`src/rtl/tracker_sensor_array.sv`:
```
`default_nettype none
// ============================================================================
// Module   : tracker_sensor_array
// Purpose  : IR line-tracker front end. Debounced sensor vector, signed
//            position error, steering command and line-loss recovery FSM.
// Revision : 1.0  initial release
// ============================================================================
module tracker_sensor_array #(
  parameter int NUM_SENSORS  = 5,
  parameter int DEBOUNCE     = 4,
  parameter int LOST_TIMEOUT = 100,
  parameter int SHARP_TH     = 2
) (
  input  logic                   clk,
  input  logic                   reset,
  input  logic                   enable,
  input  logic [NUM_SENSORS-1:0] track,
  output logic [2:0]             state,
  output logic                   lost,
  output logic [1:0]             mode,
  output logic [NUM_SENSORS-1:0] line_vec
);

  localparam int c_idx_w = $clog2(NUM_SENSORS);
  localparam int c_err_w = c_idx_w + 2;
  localparam int c_cnt_w = $clog2(DEBOUNCE + 1);
  localparam int c_tmr_w = $clog2(LOST_TIMEOUT + 1);

  localparam logic [c_cnt_w-1:0] c_cnt_last   = c_cnt_w'(DEBOUNCE - 1);
  localparam logic [c_tmr_w-1:0] c_tmr_last   = c_tmr_w'(LOST_TIMEOUT - 1);
  localparam logic [c_err_w-1:0] c_two_centre = c_err_w'(NUM_SENSORS - 1);

  localparam logic [2:0] c_cmd_stop   = 3'b000;
  localparam logic [2:0] c_cmd_left   = 3'b001;
  localparam logic [2:0] c_cmd_right  = 3'b010;
  localparam logic [2:0] c_cmd_fwd    = 3'b011;
  localparam logic [2:0] c_cmd_sleft  = 3'b100;
  localparam logic [2:0] c_cmd_sright = 3'b101;

  typedef enum logic [1:0] {
    S_IDLE    = 2'b00,
    S_TRACK   = 2'b01,
    S_RECOVER = 2'b10,
    S_LOST    = 2'b11
  } tracker_mode_t;

  logic [NUM_SENSORS-1:0] r_sync1;
  logic [NUM_SENSORS-1:0] r_sync2;
  logic [NUM_SENSORS-1:0] w_s;
  logic [NUM_SENSORS-1:0] w_line_vec;

  // Synchroniser idles at all-ones so a reset looks like "no line seen".
  always_ff @(posedge clk or negedge reset) begin
    if (!reset) begin
      r_sync1 <= '1;
      r_sync2 <= '1;
    end else begin
      r_sync1 <= track;
      r_sync2 <= r_sync1;
    end
  end

  assign w_s = ~r_sync2;

  generate
    for (genvar gi = 0; gi < NUM_SENSORS; gi++) begin : g_chan
      logic [c_cnt_w-1:0] r_cnt;
      logic               r_on;

      always_ff @(posedge clk or negedge reset) begin
        if (!reset) begin
          r_cnt <= '0;
          r_on  <= 1'b0;
        end else if (w_s[gi] == r_on) begin
          r_cnt <= '0;
        end else if (r_cnt == c_cnt_last) begin
          r_on  <= w_s[gi];
          r_cnt <= '0;
        end else begin
          r_cnt <= r_cnt + 1'b1;
        end
      end

      assign w_line_vec[gi] = r_on;
    end
  endgenerate

  // Position error from the outermost active sensors.
  logic [c_idx_w-1:0] w_lo;
  logic [c_idx_w-1:0] w_hi;
  logic [c_err_w-1:0] w_err;
  logic [c_err_w-1:0] w_abs;
  logic               w_any;
  logic               w_all;
  logic [2:0]         w_class;

  always_comb begin
    w_lo = '0;
    w_hi = '0;
    for (int i = NUM_SENSORS - 1; i >= 0; i--) begin
      if (w_line_vec[i]) w_lo = c_idx_w'(i);
    end
    for (int i = 0; i < NUM_SENSORS; i++) begin
      if (w_line_vec[i]) w_hi = c_idx_w'(i);
    end
  end

  assign w_any = |w_line_vec;
  assign w_all = &w_line_vec;
  assign w_err = c_err_w'(w_lo) + c_err_w'(w_hi) - c_two_centre;
  assign w_abs = w_err[c_err_w-1] ? (~w_err + 1'b1) : w_err;

  always_comb begin
    w_class = c_cmd_fwd;
    if (w_err != '0) begin
      if (w_err[c_err_w-1])
        w_class = (int'(w_abs) > SHARP_TH) ? c_cmd_sleft : c_cmd_left;
      else
        w_class = (int'(w_abs) > SHARP_TH) ? c_cmd_sright : c_cmd_right;
    end
  end

  // 1 = line last seen to the right, 0 = to the left.
  logic r_last_dir;

  always_ff @(posedge clk or negedge reset) begin
    if (!reset)
      r_last_dir <= 1'b0;
    else if (w_any && (w_err != '0))
      r_last_dir <= ~w_err[c_err_w-1];
  end

  tracker_mode_t      r_mode;
  tracker_mode_t      w_mode_nx;
  logic [2:0]         r_state;
  logic [2:0]         w_state_nx;
  logic               r_lost;
  logic               w_lost_nx;
  logic [c_tmr_w-1:0] r_timer;
  logic [c_tmr_w-1:0] w_timer_nx;
  logic [2:0]         w_sharp;

  always_ff @(posedge clk or negedge reset) begin
    if (!reset) begin
      r_mode  <= S_IDLE;
      r_state <= c_cmd_stop;
      r_lost  <= 1'b0;
      r_timer <= '0;
    end else begin
      r_mode  <= w_mode_nx;
      r_state <= w_state_nx;
      r_lost  <= w_lost_nx;
      r_timer <= w_timer_nx;
    end
  end

  assign w_sharp = r_last_dir ? c_cmd_sright : c_cmd_sleft;

  // Commands are computed for the destination state so they take effect on
  // the same edge as the mode change.
  always_comb begin
    w_mode_nx  = r_mode;
    w_state_nx = c_cmd_stop;
    w_lost_nx  = 1'b0;
    w_timer_nx = r_timer;
    if (!enable) begin
      w_mode_nx  = S_IDLE;
      w_timer_nx = '0;
    end else begin
      case (r_mode)
        S_IDLE: begin
          w_mode_nx = S_TRACK;
        end
        S_TRACK: begin
          if (w_all) begin
            w_state_nx = c_cmd_stop;
          end else if (!w_any) begin
            w_mode_nx  = S_RECOVER;
            w_timer_nx = '0;
            w_state_nx = w_sharp;
          end else begin
            w_state_nx = w_class;
          end
        end
        S_RECOVER: begin
          if (w_any) begin
            w_mode_nx  = S_TRACK;
            w_state_nx = w_class;
          end else if (r_timer == c_tmr_last) begin
            w_mode_nx = S_LOST;
            w_lost_nx = 1'b1;
          end else begin
            w_timer_nx = r_timer + 1'b1;
            w_state_nx = w_sharp;
          end
        end
        S_LOST: begin
          if (w_any) begin
            w_mode_nx  = S_TRACK;
            w_state_nx = w_class;
          end else begin
            w_lost_nx = 1'b1;
          end
        end
        default: begin
          w_mode_nx = S_IDLE;
        end
      endcase
    end
  end

  assign state    = r_state;
  assign lost     = r_lost;
  assign mode     = r_mode;
  assign line_vec = w_line_vec;

endmodule
`default_nettype wire

```
`config.mk`:
```
export PLATFORM = sky130hd
export DESIGN_NAME = tracker_sensor_array
export DESIGN_NICKNAME = d
export VERILOG_FILES = /design/src/rtl/tracker_sensor_array.sv
export SDC_FILE = /design/constraint.sdc
export NUM_CORES = 1
export LEC_CHECK = 0
export ABC_AREA = 1
export BUFFER_PORTS_ARGS = -buffer_cell sky130_fd_sc_hd__buf_2
export CORE_ASPECT_RATIO = 1.4
export CORE_MARGIN = 1.5
export CORE_UTILIZATION = 25
export DETAILED_ROUTE_END_ITERATION = 7
export PLACE_DENSITY_LB_ADDON = 0.25
export SLEW_MARGIN = 20
export SYNTH_ARGS = -nofsm -noshare
export SYNTH_HDL_FRONTEND = slang
export SYNTH_SLANG_ARGS = --single-unit
```
`constraint.sdc`:
```
create_clock -name clk -period 2.8 [get_ports clk]
set_input_delay 0.42 -clock clk [delete_from_list [all_inputs] [get_ports clk]]
set_output_delay 0.42 -clock clk [all_outputs]
set_load 0.01 [all_outputs]
```
==> results.yml, run 1 <==
min_path:
  hp-class: "in -> async"
routing:
  drtIter0Drc: 75
  dr.pass1.iters: 4
  vias: 1622
  wire_per_inst_um: 11.0
  drc: 0
  vias_per_cell: 4.22
  wirelength_um: 4220
  ant_nets: 0
final_layout:
  antenna_cells: 0
  synthToLayoutAreaGrowth_pct: 21.1
  final_layout_size_suffix_gt1_share_pct: 28.9
  final_cell_mix: "53 x nand2_1, 31 x dfrtp_1, 24 x inv_1"
  instances_no_fill: 384
  finalNetCount: 304
  final_common_cell: "nand2_1"
timing:
  fmax_ghz: 0.369
  whs_ns: 0.0630
  hold_viol: 0
  tightest_slew_ns: 0.415
  rsz0062_at_grt: "yes"
  period_needed_ns: 2.71
  clock_skew_ns: 0.00378
  fin_setup_tns_ns: 0
  finalMaxSlewViolations: 0
  finalSetupViolCount: 0
  finalCritPeriodShare_pct: 96.7
  layout_setup_ws_ns: 0.0920
  relSlewSlack_pct: 72.3
setup_path:
  endpoint: "state[2]"
  cp_max_fo: 4
  r2r_end: "state[2]"
  cp-startpoint: "g_chan[3].r_on"
  r2r-start: "g_chan[3].r_on"
  required_ns: 2.98
  start_kind: "register"
  arrival_ns: 2.89
  crit_type: "reg -> reg"
  ff2ff_setup_slack_ns: 0.09
  reg2reg_depth: 13
  worstSetupEndpointType: "register"
power_and_ir_drop:
  seqPwrFrac_pct: 28.7
  p_comb_share_pct: 53.0
  p_clk_share_pct: 18.3
  p_switching_mw: 1.22
  intPower_mw: 1.86
  p_sw_share_pct: 39.6
  leakagePower_nw: 1.32
  p_per_area_nw_per_um2: 1100
  power_mw: 3.08
  ir_drop_v: 0.000504
placement:
  dp_worst_setup_slack_ns: -0.0388
  dp_cells: 375
  place_congestion: 0.807
  io_buffers: 18
  dpl.hpwl_um: 3180
die:
  die_area_um2: 9800
  start_util_pct: 25.6
  die_w_um: 84.1
  num_rows: 41
  core-area_um2: 8980
  die_h_um: 117
  pin_count: 19
yosys:
  synth_warnings: 0
  synthDistinctLibCells: 32
  yosysSeqAreaShare_pct: 48.4
  yosys.area.top_type: "dfrtp_1"
  yosys_register_bits: 44
  syn-cell-area_um2: 2300
  syn_inst: 247
  syn_area_per_cell_um2: 9.32
  synth.area.top_cells: "dfrtp_1 37%, dfstp_2 11%, ha_1 10%"
  synth_fp_nets: 275
  yosysTopAreaCellShare_pct: 37.0
status:
  status: "completed"
clock_tree:
  cts_tree: "yes"
  cts_buffers: 5
  cts.sinks: 44
  htreeDepth: 2
  cts_max_path_buffers: 2
  cts-root-buf: "clkbuf_16"
  clk_pin_slew_ns: 0.06
  clk_latency_ns: 0.29
job:
  drv_cap: 0
global_route:
  grt_pass1_wl_um: 7530
  grt_max_degree: 27
  track_usage_pct: 9.71
  grt_pass1_vias: 1691
  grt_antenna_before_repair: 0
  grt-ovfl-total: 0
## worst min-delay path by stage
stage                                     to       start  depth (start not counted)
after global placement            r_sync2[0]  r_sync1[0]                          0
after CTS                     g_chan[0].r_on       reset                          1
after detailed placement          r_sync2[2]  r_sync1[2]                          0
final                         g_chan[0].r_on       reset                          1
after floorplan           g_chan[0].r_cnt[0]       reset                          0
after global routing          g_chan[0].r_on       reset                          1
## synth_stat cells
master and count:
inv_1 25, nor3_1 6, a21boi_0 1, xor2_1 6
dfrtp_1 34, nand2_4 2, clkinv_1 1, dfstp_2 10
nand3b_1 2, inv_2 3, or2_0 1, a21oi_1 7
o211ai_1 1, o21ai_0 6, nand3_4 1, buf_2 3
nand3_1 11, ha_1 19, a211oi_2 1, or2_2 2
o21ai_1 5, nand4_1 6, nand2_1 53, nor2_1 20
xnor2_1 1, o21a_1 1, nand2_2 2, nor2_4 4
buf_4 6, nor3b_1 5, nand3_2 1, fa_1 1
## what timing repair did
| action | in CTS | in global routing |
|---|---|---|
| gates resized for setup | 4 | 13 |
| pin swaps | 10 | 10 |
| setup buffers | 1 | 0 |
| endpoints found under the setup margin | 1 | 2 |
| hold buffers | 0 | 0 |
## final cells by class
type,instances,area (µm²)
clock buffers,6,129
clock inverters,2,12.5
fillers,913,6190
inverters,29,109
multi-input cells,165,1100
flip-flops and latches,44,1120
well taps,107,134
repair buffers,31,191
## sequential cells by signal, indices dropped and copies added (netlist names), 2 cells and up
register and count:
r_sync2 5, r_timer 7, mode 2, state 3, r_sync1 5, g_chan.r_cnt 15
g_chan.r_on 5
## power groups by stage
stage	Clock, mW	Sequential [mW]	Combinational [mW]
after floorplan	0	0.878	1.05
after global placement	0	0.882	1.41
after detailed placement	0	0.887	1.43
after CTS	0.591	0.876	1.52
after global routing	0.617	0.903	1.89
final	0.564	0.882	1.63
## critical path, stage by stage, from the launching register on
cell and delay, ns:
dfrtp_2 0.43, nor2_4 0.16, nor3_2 0.05, ha_1 0.30
ha_2 0.19, fa_2 0.38, xnor2_4 0.18, o211ai_1 0.12
nand2_1 0.08, nand3_2 0.10, ha_2 0.19, or2_4 0.24
a21boi_2 0.13, nor2_1 0.04
## layer usage
layer	global-route usage, %	vias up	part of all wire [%]
li1	-	847	-
met1	10.7	753	43
met2	17.3	16	52
met3	1.98	6	2.2
met4	5.90	0	2.7
met5	0	-	0
## cells by family (layout without fill, tap and decap cells)
group           Yosys count  count (layout)  synth area share, %
fa+ha+maj                20              20                 11.2
xor+xnor                  7               7                 2.66
simple gates            116             116                 25.0
flops                    44              44                 48.4
compound gates           22              22                 5.43
buf+inv                  38              68                 7.34
## through the flow
stage / instance area (µm²) / utilization, %
6_report: 2790 / 31.1
5_1_grt: 2790 / 31.1
4_1_cts: 2730 / 30.4
3_5_place_dp: 2570 / 28.6
3_3_place_gp: 2570 / 28.6
2_1_floorplan: 2310 / -
(Power assumes the default switching activity.)
==> run 2: changes to the inputs <==
GPL_TIMING_DRIVEN = 0   (was not set)
==> run 2 against run 1 <==
Critical path depth rose by 4. Setup slack worse by 0.067 ns. Design area increased by 4.4%. Power is 10% higher. Clock-buffer cell count stayed put. Clock skew about the same. Maximum frequency decreased by 2.4%. Combinational power increased by 9%.
==> results.yml, run 2 (synthesized netlist as in run 1, its figures left out) <==
die:
  die_w_um: 84.1
  die_area_um2: 9800
  pin_count: 19
  die_h_um: 117
  core-area_um2: 8980
  start_util_pct: 25.6
  num_rows: 41
global_route:
  grt_max_degree: 45
  grt_pass1_vias: 1705
  track_usage_pct: 9.82
  grt_pass1_wl_um: 7620
  grt_antenna_before_repair: 0
  grt-ovfl-total: 0
final_layout:
  antenna_cells: 0
  nFillCells: 899
  reg.largest.list: "g_chan.r_cnt x15, r_timer x7"
  finalNetCount: 311
  final_layout_size_suffix_gt1_share_pct: 31.0
  final_cell_mix: "53 x nand2_1, 31 x dfrtp_1, 23 x inv_1"
  regMostFlops: "g_chan.r_cnt"
  fin_area_um2: 2910
  final_common_cell: "nand2_1"
  largest_reg_flops: 15
  synthToLayoutAreaGrowth_pct: 26.4
timing:
  fin_setup_tns_ns: 0
  rsz0062_at_grt: "yes"
  period_needed_ns: 2.77
  fmax_ghz: 0.360
  relSlewSlack_pct: 62.1
  finalMaxSlewViolations: 0
  clock_skew_ns: 0.00426
  whs_ns: 0.134
  hold_viol: 0
  finalCritPeriodShare_pct: 99.1
  tightest_slew_ns: 0.569
  finalSetupViolCount: 0
setup_path:
  crit_type: "reg -> reg"
  cp_max_fo: 4
  cp-startpoint: "g_chan[0].r_on"
  reg2reg_depth: 17
  worstSetupEndpointType: "register"
  cpMostUsedCell: "nand2_1"
  r2r-start: "g_chan[0].r_on"
  worst_path_largest_cell_delay_ns: 0.44
  required_ns: 2.98
  critPathBufInv: 4
  endpoint: "state[0]"
  arrival_ns: 2.95
  start_kind: "register"
  crit_family: "adder cells"
  critPathSlowestCell: "dfrtp_2"
  r2r_end: "state[0]"
  ff2ff_setup_slack_ns: 0.03
  crit_cells: 17
  path_cells: "buf_4 > nor2_4 > nand3_4 > ha_4 > inv_2 > fa_2 > xnor2_2 > a21oi_1 > nand2_1 > nand2_1 > nand3_2 > buf_6 > inv_4 > ha_4 > nand3b_1 > nand2_1 > nor2_1"
placement:
  io_buffers: 17
  dpl.hpwl_um: 2970
  dpl_cell_area_um2: 2530
  place_congestion: 0.807
routing:
  drtIter0Drc: 48
  wire_per_inst_um: 10.7
  dr.pass1.iters: 4
  vias_per_cell: 4.24
  ant_nets: 0
  vias: 1659
  drc: 0
  wirelength_um: 4180
clock_tree:
  clk_pin_slew_ns: 0.06
  cts_max_path_buffers: 2
  clk_latency_ns: 0.29
  cts_hold_buf: 0
  cts_buffers: 5
  cts_tree: "yes"
  cts-root-buf: "clkbuf_16"
  htreeDepth: 2
  cts.sinks: 44
power_and_ir_drop:
  leakagePower_nw: 1.38
  ir_drop_v: 0.000460
  p_per_area_nw_per_um2: 1170
status:
  status: "completed"
min_path:
  hp-class: "in -> async"
job:
  drv_cap: 0
==> run 2: changes by cell type in the layout (fill, tap and decap cells not counted), sizes merged <==
cell	before	now
buf	31	38
bufinv	0	2
clkinv	2	1
clkinvlp	1	0
==> run 2: area by class of cell <==
| class | count | area [µm²] | area share, % |
|---|---|---|---|
| Buffer | 9 | 63.8 | 2.19 |
| Clock buffer | 6 | 129 | 4.43 |
| Timing Repair Buffer | 29 | 185 | 6.36 |
| Tap cell | 107 | 134 | 4.60 |
| Inverter | 29 | 111 | 3.83 |
| Multi-Input combinational cell | 165 | 1110 | 38.1 |
| Sequential cell | 44 | 1120 | 38.4 |
| Clock inverter | 2 | 60.1 | 2.06 |
==> run 2: worst min-delay path by stage <==
| stage | startpoint | end | cells after the start |
|---|---|---|---|
| after global placement | r_sync1[3] | r_sync2[3] | 0 |
| final | reset | g_chan[2].r_cnt[0] | 1 |
| after floorplan | reset | g_chan[0].r_cnt[0] | 0 |
| after detailed placement | r_sync1[3] | r_sync2[3] | 0 |
| after global routing | reset | g_chan[0].r_cnt[1] | 1 |
| after CTS | track[3] | r_sync1[3] | 1 |
==> run 2: metal layers <==
layer,vias up,part of all wire (%),routed length [µm],GRT usage [%]
met2,16,51,2150,17.3
met4,0,3.3,137,6.23
met3,8,2.1,87,1.77
li1,856,-,-,-
met1,779,43,1810,10.9
met5,-,0,0,0
==> run 2: timing repair <==
item / in CTS / in global routing
setup endpoints to repair: 2 / 2
gates cloned: 0 / 0
resized for setup: 15 / 7
pin swaps: 15 / 6
setup buffers: 9 / 3
==> run 2: report_power, final <==
group	switching, mW	leakage [nW]	internal (mW)	total [mW]
Clock	0.244	0.0911	0.512	0.756
Sequential	0.0904	0.554	0.775	0.866
Combinational	0.937	0.739	0.839	1.78
==> run 2: metrics by stage <==
step	cells	worst slack, ns	utilization [%]	power, mW
floorplan	247	0.00121	-	1.92
CTS	388	-0.0170	31.7	3.36
finish	391	0.0252	32.4	3.40
global placement	371	-0.198	28.2	2.19
detailed placement	371	-0.229	28.2	2.23
global route	391	-0.118	32.4	3.73
